File: src/rtl/inst_mem_loader.sv
// Streams instruction words into instruction memory, then releases the scalar core from reset.
// Optional trailer-checksum verification is enabled by defining LOADER_CHECKSUM_EN.
module inst_mem_loader #(
  parameter int ADDR_W = 16,
  parameter int CNT_W  = 16
) (
  input  logic              clk_i,
  input  logic              rstn_i,
  input  logic              start_i,
  input  logic [ADDR_W-1:0] base_addr_i,
  input  logic [CNT_W-1:0]  word_count_i,
  input  logic              s_valid_i,
  input  logic [31:0]       s_data_i,
  output logic              s_ready_o,
  output logic              inst_we_o,
  output logic [ADDR_W-1:0] inst_addr_o,
  output logic [31:0]       instruction_o,
  output logic              core_rstn_o,
  output logic              busy_o,
  output logic              done_o,
  output logic              error_o,
  output logic [1:0]        state_o
);

  // Handshake: a word transfers on a rising edge where s_valid_i & s_ready_o;
  // s_valid_i may toggle freely and s_ready_o depends only on the state register.
  // state_o encoding: 0 IDLE, 1 LOAD, 2 CHECK, 3 RUN.
`ifdef LOADER_CHECKSUM_EN
  typedef enum logic [1:0] {IDLE = 2'd0, LOAD = 2'd1, CHECK = 2'd2, RUN = 2'd3} state_t;
`else
  typedef enum logic [1:0] {IDLE = 2'd0, LOAD = 2'd1, RUN = 2'd3} state_t;
`endif

  state_t            state;
  logic [ADDR_W-1:0] addr;
  logic [CNT_W-1:0]  count;
  logic              hs;
  logic              start_ok;
  logic [ADDR_W-1:0] base_aligned;
`ifdef LOADER_CHECKSUM_EN
  logic [31:0]       csum;
`endif

`ifdef LOADER_CHECKSUM_EN
  assign s_ready_o = (state == LOAD) || (state == CHECK);
`else
  assign s_ready_o = (state == LOAD);
`endif
  assign busy_o       = s_ready_o;
  assign state_o      = state;
  assign hs           = s_valid_i & s_ready_o;
  assign start_ok     = start_i && (word_count_i != '0);
  assign base_aligned = {base_addr_i[ADDR_W-1:2], 2'b00};

  always_ff @(posedge clk_i or negedge rstn_i) begin
    if (!rstn_i) begin
      state         <= IDLE;
      addr          <= '0;
      count         <= '0;
      inst_we_o     <= 1'b0;
      inst_addr_o   <= '0;
      instruction_o <= '0;
      core_rstn_o   <= 1'b0;
      done_o        <= 1'b0;
      error_o       <= 1'b0;
`ifdef LOADER_CHECKSUM_EN
      csum          <= '0;
`endif
    end else begin
      inst_we_o <= 1'b0;
      done_o    <= 1'b0;
      error_o   <= 1'b0;
      case (state)
        IDLE: begin
          if (start_ok) begin
            state <= LOAD;
            addr  <= base_aligned;
            count <= word_count_i;
`ifdef LOADER_CHECKSUM_EN
            csum  <= '0;
`endif
          end else if (start_i) begin
            error_o <= 1'b1;
          end
        end
        LOAD: begin
          if (hs) begin
            inst_we_o     <= 1'b1;
            inst_addr_o   <= addr;
            instruction_o <= s_data_i;
            addr          <= addr + ADDR_W'(4);
            count         <= count - CNT_W'(1);
`ifdef LOADER_CHECKSUM_EN
            csum          <= csum ^ s_data_i;
            if (count == CNT_W'(1)) state <= CHECK;
`else
            if (count == CNT_W'(1)) state <= RUN;
`endif
          end
        end
`ifdef LOADER_CHECKSUM_EN
        CHECK: begin
          if (hs) begin
            if (s_data_i == csum) begin
              state <= RUN;
            end else begin
              state   <= IDLE;
              error_o <= 1'b1;
            end
          end
        end
`endif
        RUN: begin
          // The core is released one cycle after entering RUN, so it never
          // overlaps the final instruction write.
          if (start_ok) begin
            state       <= LOAD;
            addr        <= base_aligned;
            count       <= word_count_i;
            core_rstn_o <= 1'b0;
`ifdef LOADER_CHECKSUM_EN
            csum        <= '0;
`endif
          end else begin
            if (start_i) error_o <= 1'b1;
            if (!core_rstn_o) begin
              core_rstn_o <= 1'b1;
              done_o      <= 1'b1;
            end
          end
        end
        default: state <= IDLE;
      endcase
    end
  end

endmodule

File: config.mk
export PLATFORM = sky130hd
export DESIGN_NAME = inst_mem_loader
export DESIGN_NICKNAME = d
export VERILOG_FILES = /design/src/rtl/inst_mem_loader.sv
export SDC_FILE = /design/constraint.sdc
export NUM_CORES = 1
export LEC_CHECK = 0
export CAP_MARGIN = 20
export CORE_AREA = 2 2 108 110
export CTS_CLUSTER_SIZE = 16
export DETAILED_ROUTE_END_ITERATION = 6
export DIE_AREA = 0 0 110 112
export PLACE_DENSITY = 0.67
export SKIP_LAST_GASP = 1
export SYNTH_ARGS = -nofsm -noshare
export SYNTH_HDL_FRONTEND = slang
export SYNTH_SLANG_ARGS = --single-unit
File: constraint.sdc
create_clock -name clk_i -period 2.8 [get_ports clk_i]
set_input_delay 0.28 -clock clk_i [delete_from_list [all_inputs] [get_ports clk_i]]
set_output_delay 0.28 -clock clk_i [all_outputs]
set_load 0.02 [all_outputs]
# After elaboration in Yosys (flattened, before gate mapping)
# Index checks and enable logic that the tools add are counted.
# totals
register_bits,86
latch_bits,0
mem_bits_rw,0
romBits,0
in_bits,68
out_inout_bits,56
elab_cells,45
mem_count,0
# classes
addsub,2
multipliers,0
n_div,0
magnitude_cmp,0
n_eq_ne,6
n_shift,0
n_mux,19
n_bitwise,1
reduce_logical,8
# ops
op,n
two-way mux 16 bit,4
one-hot mux 16 bit (2 select lines),2
"adder 16 x 3 -> 16 bit, second input constant",1
"== test 16 x 1 -> 1 bit, second input constant",1
nonzero test 16 bit,1
"subtractor 16 x 1 -> 16 bit, second input constant",1
two-way mux 1 bit,9
two-way mux 2 bit,3
"inequality test 2 x 1 -> 1 bit, second input constant",3
AND reduction 3 bit,2
one-hot mux 2 bit (2 select lines),1
"== test 2 x 1 -> 1 bit, second input constant",1
"== test 2 bit, second input constant",1
logical NOT 2 bit,1
AND reduction 2 bit,1
nonzero test 2 bit,1
OR reduction 2 bit,1
bitwise AND 1 bit,1
logical AND 1 bit,1

# Depth between registers and ports, before layout
# depth
ltp_word,4
ltp_mapped,9

# Least setup slack after synthesis
# No wires, ideal clock.
# synth_path
path_kind,reg2reg
start,"reg state[1], in the netlist state_o[1]"
end,reg count[5]
setup_ns,0.137
t_arrival_ns,2.141
required_time_ns,2.663
path_slack_ns,0.522
path_stages_with_launch,10
n_path_buf,2
period_less_slack_ns,2.278
cell_sequence,dfrtp_1 > inv_1 > ha_1 > clkbuf_1 > mux2i_1 > clkbuf_1 > nor2_1 > mux2_2 > a22oi_1 > o211ai_1
# synth_between
elab_chain_cells,4
word_cells_on_any_way,10
cone_classes,4 x eq/ne; 1 x mux; 1 x bitwise; 4 x reduce/logical
# synth_lines
item,line,source
"start, declared",34,state_t state;
"start signal, assigned",57,state <= IDLE;
"start signal, assigned",76,state <= LOAD;
"start signal, assigned",97,if (count == CNT_W'(1)) state <= RUN;
== test 2 x 1 -> 1 bit (*),47,assign s_ready_o = (state == LOAD);
via busy_o,19,"output logic busy_o,"
bitwise AND 1 bit,51,assign hs = s_valid_i & s_ready_o;
inequality test 2 x 1 -> 1 bit (no source line),-,
AND reduction 3 bit (no source line),-,
"end signal, assigned",78,count <= word_count_i;
"end signal, assigned",92,count <= count - CNT_W'(1);
"end signal, assigned",119,count <= word_count_i;
"end, declared",36,logic [CNT_W-1:0] count;
# Mark *: on every way through the listed nets, which the timed path passes. The rest lies on a longest branch.
# A chain may end at the register's enable or synchronous reset.

# Worst setup path in the final report
# layout_path
start,"reg state[1], in the netlist state_o[1]"
end,out s_ready_o
# layout_between
elab_chain_cells,1
# layout_lines
item,line,source
== test 2 x 1 -> 1 bit,47,
"end, declared",14,"output logic s_ready_o,"
# No other way between the ends.

==> metrics.md <==
| Metric | Value |
|---|---|
| Port Buffers | ~120 |
| Critical-path maximum fanout | 16 |
| Layout cells sized above 1 | 7.40% |
| Synth area leader | dfrtp_1 |
| Slew Viols, Final | 0 |
| H-tree depth | 3 |
| Setup TNS | 0 ns |
| Clock period minus worst slack | about 2.5 ns |
| Num CTS Buffers | 9 |
| Die height | between 100 and 150 um |
| Hold Worst Slack | between 0.3 and 0.4 ns |
| # fillers | about 1,100 |
| HP Class | primary input to asynchronous set/reset pin |
| Multi-input combinational cell area | between 2000 and 2500 um2 |
| Most common cell in the netlist | nand2_1 |
| Grt total ovfl | 0 |
| Tightest Pin Transition | between 0.6 and 0.7 ns |
| Die X | 110 um |
| Sequential Area | roughly 2000 um2 |
| Worst Skew | 0.00572 ns |
| CP Class | flip-flop to output pin |
| Overall routing resource usage | 20.0% |
| Post-route DRC | 0 |
| Cells after synthesis | approximately 520 |
| Post-synth EDFFs | 0 |
| Arrival @ worst endpoint | around 2.2 ns |
| First drt pass iteration count | 5 |
| Yosys cell types | 52 |
| Initial Util | roughly two fifths |
| Largest net degree at the start of global routing | a little over 80 |
| CTS tree | done |
| Rel. slew slack | about 58% |
| Final Setup Violations | 0 |
| RSZ-0062 raised after global routing | no |
| N_diodes | 0 |
| Via count | 4,222 |
| Vias per inst | between 5 and 6 |
| Routability cong. | 0.869 |
| Antenna violations before repair | 0 |
| Core area | 11,200 um2 |
| Top_reg_cell synth | dfrtp_1 |
| Detailed Route Iter0 Violations | 274 |
| Overall power | about 4.2 mW |
| Rows | 39 |
| Sink Count | between 80 and 90 |
| Share of the core filled with cells | a little over half |
| Vias in the first global route | just under 4,000 |
| Area Growth Syn to Fin | 38.2% |
| CP endpoint kind | output pin |
| Post-synth top cells | nand2_1 (166), dfrtp_1 (82), nor2_1 (39) |
| Mapped Avg Cell Area | 8.32 um2 |
| CTS resizes | 0 |
| DR WL/cell | 15.7 um |
| LEAKAGE | between 2 and 3 nW |
| Routed wire length | around 12,000 um |
| CTS root buffer | clkbuf_16 |
| Worst reg2reg path startpoint | state_o[0] |
| Flops & latches, synth | around 80 |
| Crit. Startpoint | state_o[1] |
| Global-route wire length before repair | ~19,000 um |
| Nets | 704 |
| Yosys top cell area share | 47.3% |
| Fraction of registers with async set/reset | 100% |
| Fmax | roughly 400 MHz |
| Die area | about 12,000 um2 |
| CTS clk-pin slew, worst paths | 0.06 ns |
| Critical Path RT | ~2.5 ns |
| Outcome | finished clean |
| Crit start category | flip-flop |
| Yosys warns | 0 |
| Number of I/O pins | about 120 |
| Max clock buf depth | 2 |
| Peak VDD IR | around 0.3 mV |
| Max cap viols | 0 |
| Sequential area share after synthesis | between 40% and 50% |
| Clk_lat worst skew | ~0.34 ns |
| Top post-synthesis cells by area | dfrtp_1 (47%), nand2_1 (14%), nor2_1 (3.4%) |
| Pwr dens | 706 nW/um2 |
| Period utilisation layout | approximately nine tenths |
| Detail Route Antenna Nets | 0 |
| Hpwl dp | about 8700 um |
| Mapped cell area | 4340 um2 |
| Number of hold violations in the final report | 0 |
## per-stage QoR
stage	std cells	setup slack, ns	cell area (um2)
after detailed placement	760	0.477	5660
final	778	0.311	5990
after global placement	760	0.479	5660
after floorplan	522	0.522	4340
after global routing	778	0.221	5990
after CTS	776	0.288	5950
## cell families after synthesis
group                      Yosys count  synth area share, %
AOI/OAI and AO/OA                  104                 16.6
other                                1               0.0865
buffers and inverters               47                 4.47
adders and majority gates            6                 1.73
muxes                                8                 1.99
and+or+nand+nor                    273                 27.8
DFF                                 82                 47.3
## critical path, stage by stage (launching register included)
cell and delay (ns):
dfrtp_1 0.42, inv_1 0.07, ha_1 0.41, buf_4 0.32
clkdlybuf4s50_1 0.64
## timing repair
| item | CTS | global route |
|---|---|---|
| hold endpoints to repair | 0 | 11 |
| hold buffers | 0 | 1 |
| setup buffers | 0 | 0 |
## layer usage
metal	global-route usage (%)	vias to the layer above	part of all wire [%]
met1	26.0	1988	43
met3	3.16	21	7.9
met4	8.02	0	2.4
met5	0	-	0
met2	33.0	176	47
li1	-	2037	-
## cell type report
class | instances | share of cell area (%)
Clock buffer | 12 | 4.11
Clock inverter | 4 | 0.856
Inverter | 8 | 0.501
Multi-Input combinational cell | 393 | 34.9
Sequential cell | 82 | 34.3
Tap cell | 143 | 2.99
Timing Repair Buffer | 136 | 22.3
## worst paths after layout
path,to,slack [ns],cells after the start
worst max-delay path,s_ready_o,0.31,4
max in group asynchronous,inst_addr_o[4],1.88,3
worst min-delay path,instruction_o[19],0.33,2
worst min register to register,done_o,0.47,1
min in group clk_i,instruction_o[30],0.47,3
worst max register to register,count[13],0.48,6
## placed cells by master, fill, tap and decap left out, types with 2 or more instances in the layout
cell type        synthesis  routed
a211oi_1                13      13
inv_1                    7       7
clkbuf_16                0       9
or3_1                    2       2
a21oi_1                 22      22
a221oi_1                 3       3
nand2b_1                 6       6
o31ai_1                  3       3
o21ai_0                 15      15
mux2i_1                  3       3
ha_1                     6       6
a41oi_1                  2       2
nor3b_1                  2       2
and3_1                   6       6
o211ai_1                 2       2
nand4_1                  8       8
a31o_2                   2       2
and4_1                   2       2
o22ai_1                 15      15
o22a_1                   2       2
o41ai_1                  2       2
conb_1                   1       2
a22oi_1                  2       2
a211o_1                  2       2
mux2_2                   5       5
clkdlybuf4s50_1          0     118
clkbuf_1                27       2
o32ai_1                  5       5
nor4_1                   5       5
nand3_1                  8       8
buf_4                    3      16
o311a_1                  3       3
nor4_2                   4       4
nor2_1                  39      39
nor3_1                  18      18
nand2_1                166     166
dfrtp_1                 82      82
a31oi_1                  5       5
## sequential cells by signal, summed over array words and instances, names as in the netlist
register and cells:
instruction_o 32, count 16, addr 14, inst_addr_o 14, state_o 2, core_rstn_o 1, done_o 1, error_o 1
inst_we_o 1
## power breakdown
group / internal, mW / switching [mW]
Sequential: 1.41 / 0.230
Clock: 0.716 / 0.472
Combinational: 0.640 / 0.766
Total: 2.76 / 1.47
Power figures use the tool's default switching activity.
==> RTL change: new RTL, config.mk and constraints unchanged <==
The parameter `ADDR_W` goes from 16 to 15.
--- a/src/rtl/inst_mem_loader.sv
+++ b/src/rtl/inst_mem_loader.sv
@@ -2,5 +2,5 @@
 // Optional trailer-checksum verification is enabled by defining LOADER_CHECKSUM_EN.
 module inst_mem_loader #(
-  parameter int ADDR_W = 16,
+  parameter int ADDR_W = 15,
   parameter int CNT_W  = 16
 ) (
Ports: changed (resized base_addr_i and inst_addr_o); port bits go from 124 to 122. No check against the original RTL was run, so the function may have changed too.
==> RTL change against the original RTL <==
Setup slack better by 0.085 ns. Routed wire length down 6.0%. Die area unchanged. Design area down 3.4%. Hold slack better by 0.090 ns. Total power up 7.8%. Area after synthesis down 5.3%. Highest routed layer unchanged. Critical path type is now reg -> reg. Sequential cell count down 2.
==> RTL change: results (changes against the original RTL) <==
| Metric | Value |
|---|---|
| Status | finished, final reports clean |
| Clk pwr share | 27.7% (-0.4 points) |
| NonClk Buf Share | 22.74% (+0.39 points) |
| TritonCTS Sinks | 80 (-2.4%) |
| Worst clock skew | 0.009588 ns (+0.003872 ns) |
| Yosys cell types | 58 (+12%) |
| Worst-Margin Slew | 0.5997 ns (-0.02605 ns) |
| Max incr delay on CP | 0.55 ns (-0.09 ns) |
| Drt first pass iters | 5 (unchanged) |
| Hpwl dp | 8.154 mm (-5.9%) |
| Crit end category | register |
| Pin count of the biggest net entering global routing | 81 (-2.4%) |
| Clock buffer cells | 11 (-1) |
| #MultiIn Comb | 331 (-16%) |
| Crit path time final | 2.403 ns (-0.08534 ns) |
| YS warnings | 0 (unchanged) |
| Final estimated routing congestion in global placement | 0.8286 (-4.6%) |
| WL final | 11.44 mm (-6.0%) |
| Fraction of area in multi-input gates | 32.98% (-2.0 points) |
| Placed Instances | 700 (-7.9%) |
| Maximum vdd drop | 0.3188 mV (+8.0%) |
| Switching share of total power | 34.50% (-0.21 points) |
| Reg2Reg Depth | 7 (+1) |
| Post-synth ARST share | 100.0% (unchanged) |
| Number of global-route vias before repair | 3659 (-5.3%) |
| Syn avg cell area | 9.022 um^2 (+8.4%) |
| Final nets | 643 (-8.7%) |
| P per Cell Area | 787.9 nW/um^2 (+12%) |
| DR vias/cell | 5.309 (-2.2%) |
| Post-synth top cells | nand2_1, dfrtp_1, clkbuf_1, inv_1, nor3_1 |
| Placed cell area | 5429 um^2 (-4.0%) |
| Global-route wire length before repair | 17.94 mm (-6.8%) |
| CTS max path bufs | 2 (unchanged) |
| Slowest CP cell | a21oi_1 |
| CTS Buf Count | 9 (unchanged) |
| Inverters | 16 (+8) |
| Seq pwr share | 39.4% (+0.7 points) |
| Hold buffers post-CTS | 0 (unchanged) |
| Main flop type after synthesis | dfrtp_1 |
| Seq/total area | 34.58% (+0.33 points) |
| Share of cells above drive strength 1 | 8.522% (+1.1 points) |
| Pre-CTS WS | 0.2802 ns (-0.1970 ns) |
| Crit path from | state_o[1] |
| Number of post-CTS setup repair buffers | 0 (unchanged) |
| Non-clock buffers | 132 (-2.9%) |
| Synth top area cells | dfrtp_1, nand2_1, mux2i_1 |
| Worst-case hold slack | 0.4213 ns (+0.09050 ns) |
| Clock-cell share of area | 5.576% (+0.61 points) |
| Worst R2R End | addr[2] |
| GRT Total Usage | 18.67% (-1.3 points) |
| IO buf count | 117 (-1.7%) |
| Int Power | 2.988 mW (+8.1%) |
| Sequential area share after synthesis | 48.77% (+1.4 points) |
| Arrival time of the worst setup path | 2.62 ns (+0.41 ns) |
| Number of fill cells | 1049 (-0.38%) |
| Via count | 3812 (-9.7%) |
| Reg-to-reg setup timing slack | 0.40 ns (-0.08 ns) |
| Leak Pwr | 2.484 nW (-6.5%) |
| Crit-path max FO | 10 (-6) |
| DRT iter0 DRCs | 224 (-18%) |
[RTL change: metal layers]
| layer | track usage (%) | part of all wire [%] | routed length (um) | vias to the layer above |
|---|---|---|---|---|
| li1 | - | - | - | 1826 |
| met1 | 23.82 | 44 | 5023 | 1836 |
| met2 | 31.33 | 48 | 5509 | 132 |
| met3 | 3.864 | 6.2 | 711 | 18 |
| met4 | 5.992 | 1.7 | 195 | 0 |
| met5 | 0 | 0 | 0 | - |
[RTL change: worst max-delay path: cells and delay by family, from the launching register on]
kind	cells	cell delay [ns]
mux	1	0.34
flops	1	0.42
compound gates	2	0.75
simple gates	1	0.16
fa+ha+maj	1	0.31
buf+inv	2	0.31
[RTL change: logic make-up (layout without fill, tap and decap cells)]
logic type      Yosys count  after routing  share of synthesized area, %
fa+ha+maj                 6              6                         1.829
mux                      14             14                         3.718
other cells               1              2                       0.09135
buf+inv                  45            164                         4.877
simple gates            239            239                         26.85
flops                    80             80                         48.77
compound gates           70             70                         13.87
